File: config.mk
export PLATFORM = sky130hd
export DESIGN_NAME = arcade_input_conditioner
export DESIGN_NICKNAME = d
export VERILOG_FILES = /design/src/rtl/arcade_input_conditioner.sv
export SDC_FILE = /design/constraint.sdc
export NUM_CORES = 1
export LEC_CHECK = 0
export BUFFER_PORTS_ARGS = -buffer_cell sky130_fd_sc_hd__buf_2
export CAP_MARGIN = 0
export CELL_PAD_IN_SITES_DETAIL_PLACEMENT = 1
export CELL_PAD_IN_SITES_GLOBAL_PLACEMENT = 1
export CORE_ASPECT_RATIO = 1.5
export CORE_MARGIN = 2
export CORE_UTILIZATION = 47
export CTS_CLUSTER_DIAMETER = 30
export DETAILED_ROUTE_END_ITERATION = 6
export GPL_TIMING_DRIVEN = 0
export PLACE_DENSITY = 0.83
export SYNTH_ARGS = -nofsm -noshare
export SYNTH_HDL_FRONTEND = slang
export SYNTH_SLANG_ARGS = --single-unit
export TNS_END_PERCENT = 1
File: constraint.sdc
create_clock -name clk_i -period 2.6 [get_ports clk_i]
set_input_delay 0.26 -clock clk_i [delete_from_list [all_inputs] [get_ports clk_i]]
set_output_delay 0.26 -clock clk_i [all_outputs]
set_load 0.05 [all_outputs]
File: src/rtl/arcade_input_conditioner.sv
// Arcade button conditioner: per-channel 2-flop synchronizer, counter debounce,
// press strobe and level / toggle / one-shot / autofire output shaping.
module arcade_input_conditioner #(
   parameter int CHANNELS        = 8,
   parameter int DEBOUNCE_BITS   = 9,
   parameter int PULSE_LEN       = 1024,
   parameter int AUTOFIRE_PERIOD = 4096
) (
   input  logic                  clk_i,
   input  logic                  rst_i,
   input  logic [CHANNELS-1:0]   btn_i,
   input  logic [2*CHANNELS-1:0] mode_i,
   output logic [CHANNELS-1:0]   state_o,
   output logic [CHANNELS-1:0]   press_o,
   output logic [CHANNELS-1:0]   out_o
);

   localparam int PW = (PULSE_LEN > 1) ? $clog2(PULSE_LEN) : 1;
   localparam int AW = $clog2(AUTOFIRE_PERIOD);

   localparam logic [DEBOUNCE_BITS-1:0] DB_ONE  = DEBOUNCE_BITS'(1);
   localparam logic [DEBOUNCE_BITS-1:0] DB_LAST = {DEBOUNCE_BITS{1'b1}};
   localparam logic [PW-1:0]            PL_ONE  = PW'(1);
   localparam logic [PW-1:0]            PL_LAST = PW'(PULSE_LEN - 1);
   localparam logic [AW-1:0]            AF_ONE  = AW'(1);
   localparam logic [AW-1:0]            AF_LAST = AW'(AUTOFIRE_PERIOD - 1);
   localparam logic [AW-1:0]            AF_HALF = AW'(AUTOFIRE_PERIOD / 2);

   localparam logic [1:0] MODE_LEVEL   = 2'b00;
   localparam logic [1:0] MODE_TOGGLE  = 2'b01;
   localparam logic [1:0] MODE_ONESHOT = 2'b10;
   localparam logic [1:0] MODE_AUTO    = 2'b11;

   logic [CHANNELS-1:0]      sync1_q, sync1_d;
   logic [CHANNELS-1:0]      sync2_q, sync2_d;
   logic [CHANNELS-1:0]      state_q, state_d;
   logic [CHANNELS-1:0]      press_q, press_d;
   logic [CHANNELS-1:0]      out_q,   out_d;
   logic [CHANNELS-1:0]      tog_q,   tog_d;
   logic [2*CHANNELS-1:0]    mode_q,  mode_d;
   logic [DEBOUNCE_BITS-1:0] cnt_q   [CHANNELS];
   logic [DEBOUNCE_BITS-1:0] cnt_d   [CHANNELS];
   logic [PW-1:0]            pulse_q [CHANNELS];
   logic [PW-1:0]            pulse_d [CHANNELS];
   logic [AW-1:0]            phase_q [CHANNELS];
   logic [AW-1:0]            phase_d [CHANNELS];

   assign state_o = state_q;
   assign press_o = press_q;
   assign out_o   = out_q;

   // Next-state for every channel; outputs are computed from next-state so the
   // registered out_o lines up with state_o/press_o in the same clock.
   always_comb begin
      sync1_d = btn_i;
      sync2_d = sync1_q;
      mode_d  = mode_i;
      state_d = state_q;
      press_d = '0;
      out_d   = '0;
      tog_d   = tog_q;
      for (int c = 0; c < CHANNELS; c++) begin
         cnt_d[c]   = '0;
         pulse_d[c] = pulse_q[c];
         phase_d[c] = phase_q[c];

         if (sync2_q[c] != state_q[c]) begin
            if (cnt_q[c] == DB_LAST) begin
               state_d[c] = sync2_q[c];
               cnt_d[c]   = '0;
            end else begin
               cnt_d[c]   = cnt_q[c] + DB_ONE;
            end
         end else begin
            cnt_d[c] = '0;
         end

         press_d[c] = state_d[c] & ~state_q[c];

         // A mode edit wipes all per-mode history; processing resumes under the new mode.
         if (mode_i[2*c +: 2] != mode_q[2*c +: 2]) begin
            tog_d[c]   = 1'b0;
            pulse_d[c] = '0;
            phase_d[c] = '0;
            out_d[c]   = 1'b0;
         end else begin
            case (mode_q[2*c +: 2])
               MODE_LEVEL: begin
                  out_d[c] = state_d[c];
               end
               MODE_TOGGLE: begin
                  tog_d[c] = tog_q[c] ^ press_d[c];
                  out_d[c] = tog_d[c];
               end
               MODE_ONESHOT: begin
                  if (pulse_q[c] != '0) begin
                     out_d[c]   = 1'b1;
                     pulse_d[c] = pulse_q[c] - PL_ONE;
                  end else if (press_d[c]) begin
                     out_d[c]   = 1'b1;
                     pulse_d[c] = PL_LAST;
                  end else begin
                     out_d[c]   = 1'b0;
                     pulse_d[c] = '0;
                  end
               end
               MODE_AUTO: begin
                  if (!state_d[c] || press_d[c]) begin
                     phase_d[c] = '0;
                  end else if (phase_q[c] == AF_LAST) begin
                     phase_d[c] = '0;
                  end else begin
                     phase_d[c] = phase_q[c] + AF_ONE;
                  end
                  out_d[c] = state_d[c] & (phase_d[c] < AF_HALF);
               end
               default: begin
                  out_d[c] = 1'b0;
               end
            endcase
         end
      end
   end

   // State registers with synchronous reset.
   always_ff @(posedge clk_i) begin
      if (rst_i) begin
         sync1_q <= '0;
         sync2_q <= '0;
         state_q <= '0;
         press_q <= '0;
         out_q   <= '0;
         tog_q   <= '0;
         mode_q  <= '0;
         for (int c = 0; c < CHANNELS; c++) begin
            cnt_q[c]   <= '0;
            pulse_q[c] <= '0;
            phase_q[c] <= '0;
         end
      end else begin
         sync1_q <= sync1_d;
         sync2_q <= sync2_d;
         state_q <= state_d;
         press_q <= press_d;
         out_q   <= out_d;
         tog_q   <= tog_d;
         mode_q  <= mode_d;
         for (int c = 0; c < CHANNELS; c++) begin
            cnt_q[c]   <= cnt_d[c];
            pulse_q[c] <= pulse_d[c];
            phase_q[c] <= phase_d[c];
         end
      end
   end

endmodule

==> flow_summary.ini <==
[finish]
stdcell_area_mm2 = 0.0174
area_growth_syn_to_layout_pct = 19.9
final_cell_mix = 312 x dfxtp_1, 264 x nor2_1, 137 x nand2_1
fin_nets = 1930
mostFrequentLayoutCell = dfxtp_1
post-route-util_pct = 57.3
instances_no_fill = 2317
diodes = 0
drive_gt1_share_pct = 9.86

[timing]
fin_skew_ps = 23.5
post-route-period-util_pct = 98.9
finalHoldViolations = 0
grt_setup_unrepaired = yes
setup_viol = 0
worstMarginPinSlew_ps = 1100
fmax_mhz = 389
relSlewSlack_pct = 26.9
maxSlewViolCount = 0
fin_crit_ps = 2570

[routing]
vias_per_cell = 5.65
drc = 0
vias = 13100
ant_nets = 0
drt_iter0_markers = 524
avgRoutedWirePerCell_um = 17.3
drt-total-wl_um = 40000
dr.pass1.iters = 4

[setup_path]
crit_path_max_fanout = 10
r2r_slack_ps = 100
startpoint_type = input pin
r2r-end = pulse_q[1][31]
cp-end-kind = flop
worstSetupPathType = input pin to flop
r2r_start = cnt_q[1][27]
worstRegToRegCells = 9
cp_data_arrival_time_ps = 2960
cp.required_ps = 2990

[die]
core_mm2 = 0.0304
start_util_pct = 47.8
dieArea_mm2 = 0.0323
core.rowCount = 78
die_h_um = 219
io_pins = 50
die_w_um = 147

[worst_hold_path]
min_from = rst_i
hold_depth = 3
hold_end = pulse_q[1][39]
min_path_type = input pin to flop

[outcome]
status = completed

[placement]
numPortBuffers = 49
gp_congestion = 0.822
dp.cells = 2190
post-dp-hpwl_um = 25600
place_area_mm2 = 0.0153

[cts]
cts_tree = yes
cts.sinks = 312
clk_pin_slew_worst_paths_ps = 50
cts_buffers = 54
clk_latency_ps = 580
cts_htree_levels = 2
clockBufferDepth = 3
cts_root_buffer = clkbuf_16

[power_and_ir_drop]
p_leak_nw = 6.12
p_per_area_mw_per_mm2 = 715
vdd_drop_max_uv = 520

[grt]
grt_pass1_vias = 14200
overflow = 0
grt_first_pass_wirelength_um = 66400
grt_max_degree = 15
track_usage_pct = 24.6
antenna_found_initial = 0

[synth]
ys_async_sr_fraction_pct = 0
syn_avg_cell_area_um2 = 8.33
synth-adder-area-share_pct = 2.85
synth_compound_area_share_pct = 12.1
synth_top_cell_by_area = dfxtp_1
synth_ff_type = dfxtp_1
syn_area_mm2 = 0.0145
synth_xor_area_share_pct = 9.05
synth_cell_types = 72
yosys_warnings = 0
synth_cells = 1741
ys_top_cells_by_area = dfxtp_1 43%, nor2_1 6.9%, xor2_1 5.0%
yosysTopAreaCellShare_pct = 43.0
yosysSeqAreaShare_pct = 43.0
synth-simple-area-share_pct = 28.3
synth_mux_area_share_pct = 1.47
synth_top_family_by_area = simple AND/OR/NAND/NOR gates
ys_ff_latch = 312
synth_nets = 1800
synth_enable_flop_cells = 0

[flow_run]
max_cap_violations = 0
## kinds of logic (layout without fill, tap and decap cells)
kind of cell,after synthesis,after routing
buffers and inverters,117,293
AOI/OAI and AO/OA,286,286
and+or+nand+nor,822,822
xor gates and xnor gates,150,150
muxes,21,21
DFF,312,312
adders and majority gates,33,33
## critical path, stage by stage
cell      delay, ps
buf_2           240
clkbuf_1        700
clkbuf_1        680
clkbuf_1        880
nor2_1          190
## where the power goes
group          internal (W)  switching (W)
clock               0.00454        0.00257
sequential          0.00482      0.0000281
combinational      0.000167       0.000311
## cells in the mapped netlist (13+ instances only)
library cell and instances:
dfxtp_1 312, nor2_1 265, nand2_1 137, a21oi_1 105, xor2_1 83, nand3_1 74
o21ai_0 69, xnor2_1 67, clkbuf_1 62, nor3_1 62, nor2b_1 55, or3_1 54
inv_1 48, and3_1 35, ha_1 33, nand4_1 26, mux2i_1 19, nand2b_1 18
a31oi_1 15, nor4_1 15, o31ai_1 13, or4_1 13
## metal layers
metal  GRT usage (%)  routed length, µm  vias up
met5               0                  0        -
met4            10.9               1390        0
met3            4.01               1080      103
met2            49.4              22200      196
met1            24.3              15300     6454
li1                -                  -     6340
## flip-flops by register name, summed over array words and instances (netlist names)
signal / count
cnt_q: 72
mode_q: 16
out_o: 8
phase_q: 96
press_o: 8
pulse_q: 80
state_o: 8
sync1_q: 8
sync2_q: 8
tog_q: 8
## final cells by class
class | instances | area [µm²]
Tap cell | 400 | 500
Sequential cell | 312 | 6250
Inverter | 48 | 180
Buffer | 69 | 280
Multi-Input combinational cell | 1312 | 7850
Timing Repair Buffer | 74 | 493
Clock buffer | 65 | 1460
Clock inverter | 37 | 387
Fill cell | 3568 | 13000
## worst max-delay path by stage
| stage | startpoint | endpoint | slack (ps) | depth (start not counted) |
|---|---|---|---|---|
| after global placement | rst_i | press_o[2] | -430 | 5 |
| after detailed placement | rst_i | press_o[2] | -420 | 5 |
| after floorplan | cnt_q[1][27] | pulse_q[1][33] | 380 | 10 |
| final | rst_i | press_o[2] | 30 | 5 |
| after CTS | cnt_q[0][0] | pulse_q[0][4] | 30 | 11 |
| after global routing | cnt_q[1][27] | pulse_q[1][31] | -40 | 9 |
## stage by stage
stage | TNS [ps] | setup WS (ps) | hold WS [ps] | total power [W]
floorplan | 0 | 375 | 388 | 0.00523
detailed placement | -7450 | -425 | 432 | 0.00538
finish | 0 | 29.8 | 289 | 0.0124
CTS | 0 | 34.1 | 263 | 0.0126
global placement | -6810 | -429 | 415 | 0.00537
global route | -144 | -36.8 | 299 | 0.0128
## timing repair
action	CTS	global route
hold buffers	24	0
setup buffers	1	0
pin swaps	1	0
setup endpoints to repair	1	54
endpoints found under the hold margin	24	0
gates resized for setup	0	19
Power figures use the tool's default switching activity.
